==> src/rtl/mnist_layer_seq.sv <==
// Control sequencer for a two-layer MNIST MLP: walks every neuron of the hidden
// and output layers, issuing memory reads, MAC, bias and write-back strobes.
module mnist_layer_seq #(
  parameter int IN0  = 784,
  parameter int OUT0 = 32,
  parameter int IN1  = 32,
  parameter int OUT1 = 10
) (
  input  logic        clk,
  input  logic        rst,
  input  logic        start,
  output logic        busy,
  output logic        done,
  output logic        layer,
  output logic        rd_en,
  output logic [9:0]  in_addr,
  output logic [14:0] w_addr,
  output logic        mac_clr,
  output logic        mac_en,
  output logic        bias_add,
  output logic        act_relu,
  output logic        out_wr,
  output logic [4:0]  out_addr
);

  typedef enum logic [2:0] {IDLE, CLR, MAC, DRAIN, BIAS, WRITE, DONE} state_t;

  localparam logic [9:0] IN0_LAST  = 10'(IN0 - 1);
  localparam logic [9:0] IN1_LAST  = 10'(IN1 - 1);
  localparam logic [4:0] OUT0_LAST = 5'(OUT0 - 1);
  localparam logic [4:0] OUT1_LAST = 5'(OUT1 - 1);

  state_t      state_q, state_d;
  logic        layer_q, layer_d;
  logic [4:0]  neuron_q, neuron_d;
  logic [9:0]  in_idx_q, in_idx_d;
  logic [14:0] w_addr_q, w_addr_d;
  logic        busy_q, busy_d;
  logic        done_q, done_d;
  logic        rd_en_q, rd_en_d;
  logic        mac_en_q, mac_en_d;
  logic        mac_clr_q, mac_clr_d;
  logic        bias_add_q, bias_add_d;
  logic        act_relu_q, act_relu_d;
  logic        out_wr_q, out_wr_d;
  logic        in_last_s;
  logic        out_last_s;

  // Next-state, counter updates and strobe decode of the upcoming state.
  always_comb begin
    state_d  = state_q;
    layer_d  = layer_q;
    neuron_d = neuron_q;
    in_idx_d = in_idx_q;
    w_addr_d = w_addr_q;

    in_last_s  = layer_q ? (in_idx_q == IN1_LAST) : (in_idx_q == IN0_LAST);
    out_last_s = layer_q ? (neuron_q == OUT1_LAST) : (neuron_q == OUT0_LAST);

    case (state_q)
      IDLE: begin
        if (start) begin
          state_d  = CLR;
          layer_d  = 1'b0;
          neuron_d = 5'd0;
          in_idx_d = 10'd0;
          w_addr_d = 15'd0;
        end else begin
          state_d = IDLE;
        end
      end
      CLR: begin
        in_idx_d = 10'd0;
        state_d  = MAC;
      end
      MAC: begin
        // w_addr is never rewound: the weight ROM is one flat image across layers
        in_idx_d = in_idx_q + 10'd1;
        w_addr_d = w_addr_q + 15'd1;
        if (in_last_s) begin
          state_d = DRAIN;
        end else begin
          state_d = MAC;
        end
      end
      DRAIN: state_d = BIAS;
      BIAS:  state_d = WRITE;
      WRITE: begin
        if (!out_last_s) begin
          neuron_d = neuron_q + 5'd1;
          state_d  = CLR;
        end else if (!layer_q) begin
          layer_d  = 1'b1;
          neuron_d = 5'd0;
          state_d  = CLR;
        end else begin
          state_d = DONE;
        end
      end
      DONE:    state_d = IDLE;
      default: state_d = IDLE;
    endcase

    busy_d     = (state_d != IDLE);
    done_d     = (state_d == DONE);
    rd_en_d    = (state_d == MAC);
    mac_clr_d  = (state_d == CLR);
    bias_add_d = (state_d == BIAS);
    out_wr_d   = (state_d == WRITE);
    act_relu_d = (state_d == WRITE) && !layer_d;
    // one-cycle read latency: accumulate the data fetched by last cycle's read
    mac_en_d   = rd_en_q;
  end

  // State, counters and registered output strobes.
  always_ff @(posedge clk or posedge rst) begin
    if (rst) begin
      state_q    <= IDLE;
      layer_q    <= 1'b0;
      neuron_q   <= 5'd0;
      in_idx_q   <= 10'd0;
      w_addr_q   <= 15'd0;
      busy_q     <= 1'b0;
      done_q     <= 1'b0;
      rd_en_q    <= 1'b0;
      mac_en_q   <= 1'b0;
      mac_clr_q  <= 1'b0;
      bias_add_q <= 1'b0;
      act_relu_q <= 1'b0;
      out_wr_q   <= 1'b0;
    end else begin
      state_q    <= state_d;
      layer_q    <= layer_d;
      neuron_q   <= neuron_d;
      in_idx_q   <= in_idx_d;
      w_addr_q   <= w_addr_d;
      busy_q     <= busy_d;
      done_q     <= done_d;
      rd_en_q    <= rd_en_d;
      mac_en_q   <= mac_en_d;
      mac_clr_q  <= mac_clr_d;
      bias_add_q <= bias_add_d;
      act_relu_q <= act_relu_d;
      out_wr_q   <= out_wr_d;
    end
  end

  assign busy     = busy_q;
  assign done     = done_q;
  assign layer    = layer_q;
  assign rd_en    = rd_en_q;
  assign in_addr  = in_idx_q;
  assign w_addr   = w_addr_q;
  assign mac_clr  = mac_clr_q;
  assign mac_en   = mac_en_q;
  assign bias_add = bias_add_q;
  assign act_relu = act_relu_q;
  assign out_wr   = out_wr_q;
  assign out_addr = neuron_q;

endmodule

==> config.mk <==
export PLATFORM = sky130hd
export DESIGN_NAME = mnist_layer_seq
export DESIGN_NICKNAME = d
export VERILOG_FILES = /design/src/rtl/mnist_layer_seq.sv
export SDC_FILE = /design/constraint.sdc
export NUM_CORES = 1
export LEC_CHECK = 0
export BUFFER_PORTS_ARGS = -buffer_cell sky130_fd_sc_hd__buf_2
export CAP_MARGIN = 20
export CORE_AREA = 2 2 81 83
export CTS_CLUSTER_SIZE = 24
export DETAILED_ROUTE_END_ITERATION = 10
export DIE_AREA = 0 0 83 85
export HOLD_SLACK_MARGIN = 0.02
export SLEW_MARGIN = 20
export SYNTH_ARGS = -nofsm -noshare
export SYNTH_HDL_FRONTEND = slang
export SYNTH_SLANG_ARGS = --single-unit
==> constraint.sdc <==
create_clock -name clk -period 2.9 [get_ports clk]
set_clock_uncertainty 0.2 [all_clocks]
set_input_delay 0.29 -clock clk [delete_from_list [all_inputs] [get_ports clk]]
set_output_delay 0.29 -clock clk [all_outputs]
set_load 0.01 [all_outputs]
Word level (Yosys, flattened, before mapping)
Index checks and enable logic that the tools add are counted.

Add/sub/neg operators: 3. $mul: 0. Div/mod/pow operators: 0. Order comparisons: 0. Eq/ne operators: 16. Shifts and indexed selects: 0. Mux-type cells: 18. Bitwise gates (word level): 0. Reduce and logical (&&, ||, !) cells: 10.

Operators by type and width (count): $pmux W10 S3 (1); $pmux W15 S2 (1); $pmux W3 S6 (1); $add A15 B1 Y15 const B (1); $eq A3 B3 Y1 const B (5); $mux W15 (1); $mux W5 (3); $add A10 B1 Y10 const B (1); $eq A10 B10 Y1 const B (1); $eq A10 B5 Y1 const B (1); $mux W10 (1); $pmux W5 S2 (1); $eq A3 B2 Y1 const B (3); $eq A3 B1 Y1 const B (2); $mux W1 (6); $mux W3 (2); $reduce_bool A3 Y1 (2); $add A5 B1 Y5 const B (1); $eq A5 B4 Y1 const B (1); $eq A5 B5 Y1 const B (1); $reduce_and A2 Y1 (2); $reduce_bool A2 Y1 (2); $logic_not A3 Y1 (1); $ne A3 B3 Y1 const B (1); other kinds (5) (5).

Flip-flop bits (word level): 42. Latch bits: 0. Bits in writable memories: 0. Memory bits (read-only): 0. Bits of input ports: 3. Output and inout bits: 39. Word-level logic and storage cells: 60. Memories: 0.

Logic depth before layout (Yosys ltp)
Gate-level depths: netlist of the first run.

Word-level depth: 6. Mapped depth: 6. Gate-level depth less buffers: 5.

Least setup slack after synthesis of the first run
No wires, ideal clock.

Path type: register to register. Start point: register neuron_q[2], in the netlist out_addr[2]. End point: register neuron_q[1], in the netlist out_addr[1]. Setup time: 0.122 ns. Arrival: 1.499 ns. Required time: 2.578 ns. Path slack: 1.080 ns. Stages on the path, launching flop included: 5. Buffers on the path: 0. Period minus slack after synthesis: 1.820 ns. Path through: dfrtp_1 or4b_4 a21oi_1 nor2_1 a32o_1.

Cells in the longest elaborated chain, start to end: 4. Elaborated cells on any way between the ends: 7. Those cells by class: eq/ne (3); mux (3); reduce/logical (1).

RTL lines: start, declared (line 35) `logic [4:0] neuron_q, neuron_d;`; start signal, assigned (line 134) `neuron_q <= neuron_d;`; $eq A5 B5 Y1 / $eq A5 B4 Y1 (equally long branches) (line 58) `out_last_s = layer_q ? (neuron_q == OUT1_LAST) : (neuron_q == OUT0_LAST);`; $mux W1 (*) (line 58); $ne A3 B3 Y1 (no line) / $mux W5 (equally long branches); $reduce_and A3 Y1 (no line) / $pmux W5 S2 (equally long branches).

Every way passes the cells marked *; elsewhere a longest branch is shown, timed or not. A chain may end at the register's enable or synchronous reset.

Worst setup path after layout of the first run
Start point: register state_q[1]. End point: register w_addr_q[8], in the netlist w_addr[8].

Cells in the longest elaborated chain, start to end: 3. Elaborated cells on any way between the ends: 6. Those cells by class: eq/ne (2); mux (1); reduce/logical (3).

RTL lines: start, declared (line 33) `state_t state_q, state_d;`; start signal, assigned (line 132) `state_q <= state_d;`; $eq A3 B2 Y1 / $logic_not A3 Y1 (equally long branches) (line 60) `case (state_q)`; $reduce_bool A2 Y1 (no line) / $ne A2 B2 Y1 (equally long branches); $reduce_and A2 Y1 (no line); end signal, assigned (line 136) `w_addr_q <= w_addr_d;`; end, declared (line 37) `logic [14:0] w_addr_q, w_addr_d;`.

Parallel ways exist; a longest one is shown, timed or not.

==> metrics.md, run 1 <==
| Metric | Value |
|---|---|
| Clk_lat worst skew | 0.29 ns |
| Layout area overhead | 18.6% |
| Post-synthesis async set-or-reset flop share | 100% |
| Commonest non-fill, non-tap cell in the layout | dfrtp_1 |
| Number of synthesized flops with an enable pin | 0 |
| Setup CP Type | register to register |
| Setup tns final | 0 ns |
| Initial Util | about 34% |
| Seq/Total Area, Yosys | approximately half |
| Dominant register cell in the synthesized netlist | dfrtp_1 |
| Cell area after layout | 2480 µm² |
| Die span in y | 85 µm |
| Antenna cells | 0 |
| Final Cycle Share | 75.1% |
| Drt first pass iters | 4 |
| Synthesized cell area | 2090 µm² |
| Global route total overflow | 0 |
| Placed inst area | 2360 µm² |
| # rows | 29 |
| GRT Total Usage | 13.3% |
| Worst VDD drop | 0.000307 V |
| Synth area leader | dfrtp_1 |
| First-pass GRT wire length | 7650 µm |
| # nets final | between 200 and 300 |
| Core Util, Final | between 40 and 50% |
| Top-area cell type share of the netlist area | 50.2% |
| CP Capture Type | register |
| Antenna violations before repair | 0 |
| CTS root buffer | clkbuf_8 |
| Final setup fails | 0 |
| Peak Freq | 0.459 GHz |
| CTS buffer count | 5 |
| H-tree depth | 2 |
| Crit start category | register |
| Die footprint | 7060 µm² |
| Netlist cell types | 47 |
| Vias | 1701 |
| Seq cells post-synth | 42 |
| Placer Congestion | 0.818 |
| Largest cells by area after synthesis | dfrtp_1 (50%), nand2_1 (5.7%), mux2i_1 (5.3%) |
| Leak pwr | 1.23 nW |
| Synthesized instance count | 211 |
| Final worst slack | just over 0.7 ns |
| DP HPWL | 3080 µm |
| Die width | 83 µm |
| Worst min path class | primary input to register |
| Clk buf depth | 2 |
| Synth Warn # | 0 |
| P per Cell Area | 786 nW/µm² |
| Tmin final | 2.18 ns |
| Post-CTS Setup Bufs | 0 |
| Worst Path Arrival | 2.20 ns |
| Status | finished, final reports clean |
| Worst Tran Pin Value | 0.542 ns |
| Slew headroom | 63.4% |
| Synth Net Count | 217 |
| Detailed-route wire length | approximately 4500 µm |
| Setup WS pre-CTS | 0.716 ns |
| CTS tree | built |
| Syn_area_per_cell | 9.93 µm² |
| Final Hold Fails | 0 |
| Slew Limit Fails | 0 |
| Wire per inst | 13.6 µm |
| Maxcap violations | 0 |
| Final Power | 1.95 mW |
| Core area | 6200 µm² |
| Critical path required time | about 3 ns |
| Share of cells above drive strength 1 | 23.6% |
| Maximum fanout along the worst path | 16 |
| Via/cell ratio | 5.14 |
| Port Buffers | 41 |
| Largest net degree at the start of global routing | 43 |
| DRC | 0 |
| Vias in the first global route | 1539 |
| DRT antenna net count | 0 |
| Clk slew on worst S/H paths | 0.08 ns |
| # IOs | 42 |
| Setup repair after global routing missed its margin | false |
| 1st-iter DRT viols | 102 |
| Sink Count | 42 |
| Most frequent cells in the layout | dfrtp_1 (42), buf_2 (41), nand2_1 (32) |
==> final cells by class <==
class / count / area, µm²
Multi-Input combinational cell: 153 / 971
Timing Repair Buffer: 44 / 230
Clock buffer: 5 / 68.8
Clock inverter: 3 / 40.0
Sequential cell: 42 / 1050
Tap cell: 77 / 96.3
Inverter: 7 / 26.3
Fill cell: 640 / 3720
==> cells in the mapped netlist (2+ instances only) <==
| cell type | count |
|---|---|
| ha_1 | 3 |
| nor3_1 | 6 |
| or4b_4 | 2 |
| inv_1 | 7 |
| o31ai_1 | 2 |
| xor2_1 | 2 |
| a211o_1 | 2 |
| a21oi_1 | 6 |
| and3_1 | 3 |
| o2111ai_1 | 2 |
| nand2_1 | 32 |
| and4_1 | 2 |
| clkbuf_1 | 4 |
| nor2_1 | 11 |
| mux2i_1 | 11 |
| buf_2 | 4 |
| o21ai_0 | 20 |
| nand4b_1 | 2 |
| a31oi_1 | 3 |
| nand4_1 | 7 |
| and2_1 | 2 |
| o22ai_1 | 2 |
| dfrtp_1 | 42 |
| nand3_1 | 9 |
| nor4_1 | 3 |
==> where the power goes <==
group | leakage, nW | internal [mW] | switching, mW
combinational | 0.606 | 0.241 | 0.364
clock | 0.0579 | 0.254 | 0.206
sequential | 0.567 | 0.703 | 0.185
==> metrics by stage <==
stage                     hold slack (ns)  std cells
after floorplan                     0.216        211
after global placement              0.183        322
after detailed placement            0.184        322
after CTS                           0.130        331
after global routing                0.145        331
final                               0.141        331
==> kinds of logic after synthesis <==
family	synth area share, %
compound gates	13.7
fa+ha+maj	1.79
mux	5.26
buf+inv	3.46
xor+xnor	1.25
flops	50.2
simple gates	24.3
==> flip-flops by register name, summed over array words and instances (netlist names) <==
| signal | count |
|---|---|
| mac_clr | 1 |
| w_addr | 15 |
| layer | 1 |
| out_addr | 5 |
| rd_en | 1 |
| out_wr | 1 |
| state_q | 3 |
| act_relu | 1 |
| in_addr | 10 |
| busy | 1 |
| mac_en | 1 |
| bias_add | 1 |
| done | 1 |
==> final timing paths <==
path,from,endpoint,depth (start not counted),slack [ns]
worst max-delay path,state_q[1],w_addr[8],4,0.72
worst min-delay path,start,state_q[0],3,0.14
worst max register to register,state_q[1],w_addr[8],4,0.72
worst min register to register,rd_en,mac_en,0,0.19
max in group asynchronous,rst,out_wr,4,1.67
min in group asynchronous,rst,mac_clr,4,0.46
==> worst max-delay path, cell delays in order, from the launching register on <==
cell and delay (ns):
dfrtp_1 0.60, or3b_1 0.62, nor2_2 0.26, and4_1 0.23, mux2i_1 0.19
==> what timing repair did <==
item                       4_1_cts  5_1_grt
setup endpoints to repair        0        0
hold endpoints to repair        42        0
resized for setup                0        0
hold buffers                     1        0
==> per-layer routing <==
layer / wire, µm / GRT usage, %
met5: 0 / 0
met4: 62 / 4.47
met3: 202 / 3.70
met2: 2140 / 21.0
met1: 2110 / 17.7
Note: power is estimated with default switching activity, not from simulation.
==> inputs of run 2 (changes only) <==
clock period = 2.1 ns   (was 2.9 ns; I/O delays follow)
==> run 2 against run 1 <==
Sequential share of layout area fell by 1.4 points. Register-to-register slack worse by 0.53 ns. Critical path depth rose by 1. Clock-buffer cell count grew 1. Design area up 3.5%. Critical endpoint is now in_addr[8]. Highest routed layer unchanged.
==> metrics.md, run 2 (synthesized netlist as in run 1, its figures left out) <==
| Metric | Value |
|---|---|
| Status | finished, final reports clean |
| # IOs | 42 (unchanged) |
| Vias in the first global route | 1673 (+8.7%) |
| Final Hold Fails | 0 (unchanged) |
| Clk_lat worst skew | 0.29 ns (about the same) |
| Post-CTS sizing | 0 (unchanged) |
| Sequential fraction of design power | 39.4% (-6.1 points) |
| Hold-fix buffers, CTS | 1 (unchanged) |
| Pint | 1.88 mW (+57%) |
| Final Power | 2.93 mW (+50%) |
| Via/cell ratio | 5.30 (+3.1%) |
| Placed inst area | 2420 µm² (+2.2%) |
| Slew Limit Fails | 0 (unchanged) |
| Final setup fails | 0 (unchanged) |
| Die span in y | 85 µm (unchanged) |
| 1st-iter DRT viols | 82 (-20%) |
| Final Cycle Share | 90.8% (+16 points) |
| Non-filler instance count after layout | 338 (+2.1%) |
| Core area | 6200 µm² (unchanged) |
| Dpl cells | 329 (+2.2%) |
| DRT antenna net count | 0 (unchanged) |
| Switching part of the total power | 35.8% (-2.8 points) |
| Vias | 1790 (+5.2%) |
| Max reg flops | 15 (unchanged) |
| Fillers | 618 (-3.4%) |
| Clk buf depth | 2 (unchanged) |
| CP Capture Type | register |
| Combinational fraction of design power | 33.6% (+2.6 points) |
| R2r startpoint | in_addr[0] |
| Most frequent cells in the layout | dfrtp_1 (42), buf_2 (41), nand2_1 (32) |
| Worst VDD drop | 0.000463 V (+51%) |
| Share of cells above drive strength 1 | 25.7% (+2.0 points) |
| Placer Congestion | 0.887 (+8.5%) |
| DP HPWL | 3190 µm (+3.8%) |
| Wire per inst | 13.7 µm (+0.23%) |
| Antenna violations before repair | 0 (unchanged) |
| Tmin final | 1.91 ns (-0.272 ns) |
| Port Buffers | 41 (unchanged) |
| Antenna cells | 0 (unchanged) |
| Drt first pass iters | 5 (+1) |
| Setup tns final | 0 ns (unchanged) |
| Die width | 83 µm (unchanged) |
| First-pass GRT wire length | 7770 µm (+1.5%) |
| Worst min path class | primary input to register |
| Largest net degree at the start of global routing | 43 (unchanged) |
| Worst Path Arrival | 1.88 ns (-0.32 ns) |
| Worst Tran Pin Value | 0.526 ns (-0.0162 ns) |
| H-tree depth | 2 (unchanged) |
| Global route total overflow | 0 (unchanged) |
| CTS root buffer | clkbuf_8 |
| DRC | 0 (unchanged) |
| Psw | 1.05 mW (+39%) |
| # rows | 29 (unchanged) |
| CTS tree | built |
| P per Cell Area | 1140 nW/µm² (+45%) |
| Worst hold start | start |
| Crit start category | register |
| Die footprint | 7060 µm² (unchanged) |
| Part of the power in the clock network | 27.0% (+3.4 points) |
| Clk slew on worst S/H paths | 0.08 ns (about the same) |
| Maxcap violations | 0 (unchanged) |
| Detailed-route wire length | 4610 µm (+2.4%) |
| # nets final | 266 (+2.7%) |
| Sink Count | 42 (unchanged) |
| Commonest non-fill, non-tap cell in the layout | dfrtp_1 |
| CTS buffer count | 5 (unchanged) |
| Crit path from | in_addr[0] |
| Slew headroom | 64.9% (+1.6 points) |
| R2r setup slk | 0.19 ns (-0.53 ns) |
| Final worst slack | 0.193 ns (-0.528 ns) |
| Setup WS pre-CTS | 0.201 ns (-0.516 ns) |
| Core Util, Final | 41.4% (+1.4 points) |
| Post-CTS Setup Bufs | 0 (unchanged) |
| Setup repair after global routing missed its margin | false |
| Worst slack on hold paths | 0.0612 ns (-0.0802 ns) |
| Maximum fanout along the worst path | 7 (-9) |
| Initial Util | 33.8% (unchanged) |
| Cell area after layout | 2570 µm² (+3.5%) |
| Setup CP Type | register to register |
| Layout area overhead | 22.7% |
| GRT Total Usage | 13.4% (+0.13 points) |
| Leak pwr | 1.28 nW (+3.9%) |
| Peak Freq | 0.524 GHz (+14%) |
| Critical path required time | 2.08 ns (-0.84 ns) |
-- run 2: changes by cell type in the layout (fill, tap and decap cells not counted) --
cell | before | now
bufinv_16 | 1 | 2
clkinv_2 | 2 | 0
clkbuf_8 | 5 | 6
buf_4 | 2 | 9
-- run 2: worst max-delay path, stage by stage (launching register included) --
cell and delay (ns):
dfrtp_1 0.45, ha_1 0.22, and3_1 0.25, nand3_1 0.16, o211a_1 0.26, a211o_1 0.26
-- run 2: cell type report --
cell class,instances,area (µm²),share of cell area [%]
clock buffers,6,82.6,3.21
clock inverters,2,60.1,2.34
inverters,7,26.3,1.02
multi-input cells,153,971,37.8
flip-flops and latches,42,1050,40.9
well taps,77,96.3,3.75
repair buffers,51,283,11.0
-- run 2: final timing paths --
check | end | depth (start not counted)
max | in_addr[8] | 5
min | state_q[0] | 3
max reg2reg | in_addr[8] | 5
min reg2reg | mac_en | 0
max in group asynchronous | busy | 4
min in group asynchronous | out_addr[0] | 4
-- run 2: power by group through the flow --
| stage | Combinational (mW) | Clock (mW) | Sequential [mW] |
|---|---|---|---|
| finish | 0.984 | 0.791 | 1.15 |
| floorplan | 0.597 | 0 | 1.20 |
| CTS | 0.997 | 0.817 | 1.15 |
| global route | 1.10 | 0.846 | 1.19 |
| global placement | 0.983 | 0 | 1.17 |
| detailed placement | 0.990 | 0 | 1.17 |
-- run 2: layer usage --
| metal | track usage, % | wire (µm) |
|---|---|---|
| met1 | 16.3 | 2160 |
| met2 | 22.9 | 2210 |
| met3 | 3.70 | 169 |
| met4 | 4.77 | 78 |
| met5 | 0 | 0 |
==> inputs of run 3 (changes only) <==
CORE_AREA = 2 2 66 68   (was 2 2 81 83)
DIE_AREA = 0 0 68 70   (was 0 0 83 85)
PLACE_DENSITY = 0.76   (was not set)
==> run 3 against run 2 <==
Clock-buffer cell count increased by 1. Critical path depth unchanged. Register-to-register slack about the same. Hold slack got worse by 0.0060 ns. First-iteration DRC count increased by 94%. Utilization is 18 points higher. Clock power decreased by 31%. Combinational power about the same. Die area is 33% lower. Wire length decreased by 6.5%. Largest power group unchanged.
==> metrics.md, run 3 (synthesized netlist as in run 1, its figures left out) <==
| Metric | Value |
|---|---|
| Status | finished, final reports clean |
| Setup repair after global routing missed its margin | false |
| # IOs | 42 (unchanged) |
| Max stage delay on crit path | 0.44 ns (about the same) |
| Core area | 4140 µm² (-33%) |
| Pint | 1.63 mW (-13%) |
| Setup tns final | 0 ns (unchanged) |
| First-pass GRT wire length | 6830 µm (-12%) |
| Die span in y | 70 µm (-18%) |
| # rows | 24 (-17%) |
| Worst Path Arrival | 1.89 ns (about the same) |
| Maxcap violations | 0 (unchanged) |
| Critical-path top delay cell | dfrtp_1 |
| Initial Util | 50.5% (+17 points) |
| Crit start category | register |
| Clk_lat worst skew | 0.29 ns (about the same) |
| Crit path cell chain | ha_1 > and3_1 > nand3_1 > o211a_1 > a211o_1 |
| Max reg flops | 15 (unchanged) |
| R2r startpoint | in_addr[1] |
| Drt first pass iters | 4 (-1) |
| Clk buf depth | 2 (unchanged) |
| Peak Freq | 0.524 GHz (about the same) |
| Leak pwr | 1.25 nW (-2.2%) |
| # nets final | 265 (-0.38%) |
| P per Cell Area | 1080 nW/µm² (-5.6%) |
| H-tree depth | 2 (unchanged) |
| Worst hold start | start |
| DRC | 0 (unchanged) |
| Die footprint | 4760 µm² (-33%) |
| Tmin final | 1.91 ns (+0.00115 ns) |
| Final worst slack | 0.192 ns (-0.00115 ns) |
| RR Endpoint | in_addr[8] |
| Final Cycle Share | 90.9% (about the same) |
| Final setup fails | 0 (unchanged) |
| Antenna cells | 0 (unchanged) |
| Port Buffers | 41 (unchanged) |
| Most frequent cells in the layout | dfrtp_1 (42), buf_2 (41), nand2_1 (32) |
| CTS root buffer | clkbuf_8 |
| Global route total overflow | 0 (unchanged) |
| Worst Hold Depth | 3 (unchanged) |
| Combinational fraction of design power | 36.9% (+3.3 points) |
| Share of cells above drive strength 1 | 25.0% (-0.67 points) |
| Via/cell ratio | 5.56 (+5.1%) |
| Slew headroom | 65.2% (+0.28 points) |
| CTS tree | built |
| Vias in the first global route | 1544 (-7.7%) |
| Slew Limit Fails | 0 (unchanged) |
| Part of the power in the clock network | 20.3% (-6.7 points) |
| Die width | 68 µm (-18%) |
| Antenna violations before repair | 0 (unchanged) |
| Setup CP Type | register to register |
| DP HPWL | 2950 µm (-7.7%) |
| Sequential fraction of design power | 42.8% (+3.4 points) |
| Worst R2R Path Depth | 5 (unchanged) |
| Maximum fanout along the worst path | 6 (-1) |
| Worst min path class | primary input to register |
| Worst VDD drop | 0.000541 V (+17%) |
| Worst slack on hold paths | 0.0552 ns (-0.00600 ns) |
| GRT Total Usage | 18.8% (+5.4 points) |
| Switching part of the total power | 38.9% (+3.1 points) |
| Psw | 1.04 mW (-1.1%) |
| 1st-iter DRT viols | 159 (+94%) |
| Critical path required time | 2.08 ns (about the same) |
| Final Hold Fails | 0 (unchanged) |
| Final Power | 2.67 mW (-9.0%) |
| R2r setup slk | 0.19 ns (about the same) |
| Core Util, Final | 59.8% (+18 points) |
| Worst Hold End | state_q[0] |
| Layout area overhead | 18.4% |
| Largest net degree at the start of global routing | 43 (unchanged) |
| Commonest non-fill, non-tap cell in the layout | dfrtp_1 |
| CP Capture Type | register |
| Placer Congestion | 0.778 (-12%) |
| Setup WS pre-CTS | 0.202 ns (+0.00112 ns) |
| CTS buffer count | 5 (unchanged) |
| Sink Count | 42 (unchanged) |
| Detailed-route wire length | 4320 µm (-6.5%) |
| Clk slew on worst S/H paths | 0.08 ns (about the same) |
| Wire per inst | 13.8 µm (+1.3%) |
| Vias | 1736 (-3.0%) |
| Worst Tran Pin Value | 0.522 ns (-0.00415 ns) |
| DRT antenna net count | 0 (unchanged) |
run 3: cell types whose count changed in the layout (fill, tap and decap cells not counted):
| cell | delta |
|---|---|
| buf_4 | -1 |
| bufinv_16 | -2 |
| clkbuf_1 | +1 |
| clkinv_2 | +1 |
run 3: per-stage QoR:
step / instances / instance area (µm²)
after detailed placement: 303 / 2380
after CTS: 312 / 2480
after floorplan: 211 / 2090
after global placement: 303 / 2380
after global routing: 312 / 2480
final: 312 / 2480
run 3: area by class of cell:
type / instances / area (µm²)
fillers: 354 / 1660
flip-flops and latches: 42 / 1050
inverters: 7 / 26.3
clock buffers: 7 / 86.3
clock inverters: 1 / 5.00
well taps: 52 / 65.1
multi-input cells: 153 / 971
repair buffers: 50 / 275
run 3: worst max path at each step:
stage | from | endpoint | slack (ns)
6_report | in_addr[1] | in_addr[8] | 0.19
5_1_grt | in_addr[0] | in_addr[8] | 0.08
4_1_cts | in_addr[0] | in_addr[8] | 0.20
2_1_floorplan | out_addr[2] | out_addr[1] | 0.28
3_3_place_gp | out_addr[2] | busy | 0.25
3_5_place_dp | in_addr[0] | in_addr[8] | 0.20
run 3: repair_timing:
action                                 4_1_cts  5_1_grt
endpoints found under the hold margin       42        0
setup buffers                                0        0
resized for setup                            0        0
hold buffers                                 1        0
setup endpoints to repair                    0        0
run 3: power by group through the flow:
| stage | clock [mW] | combinational (mW) | sequential, mW |
|---|---|---|---|
| 6_report | 0.542 | 0.984 | 1.14 |
| 5_1_grt | 0.580 | 1.09 | 1.17 |
| 4_1_cts | 0.547 | 0.990 | 1.14 |
| 3_5_place_dp | 0 | 0.988 | 1.15 |
| 2_1_floorplan | 0 | 0.597 | 1.20 |
| 3_3_place_gp | 0 | 0.971 | 1.15 |
run 3: critical path: cells and delay by family, from the launching register on:
| family | cells | cell delay (ns) |
|---|---|---|
| AOI/OAI and AO/OA | 2 | 0.53 |
| adders and majority gates | 1 | 0.21 |
| DFF | 1 | 0.44 |
| and+or+nand+nor | 2 | 0.42 |
run 3: routing by layer:
layer  GRT usage, %  part of all wire [%]
met5              0                     0
met4           9.33                   2.1
met3           4.03                   3.4
met2           27.8                    48
met1           25.7                    46
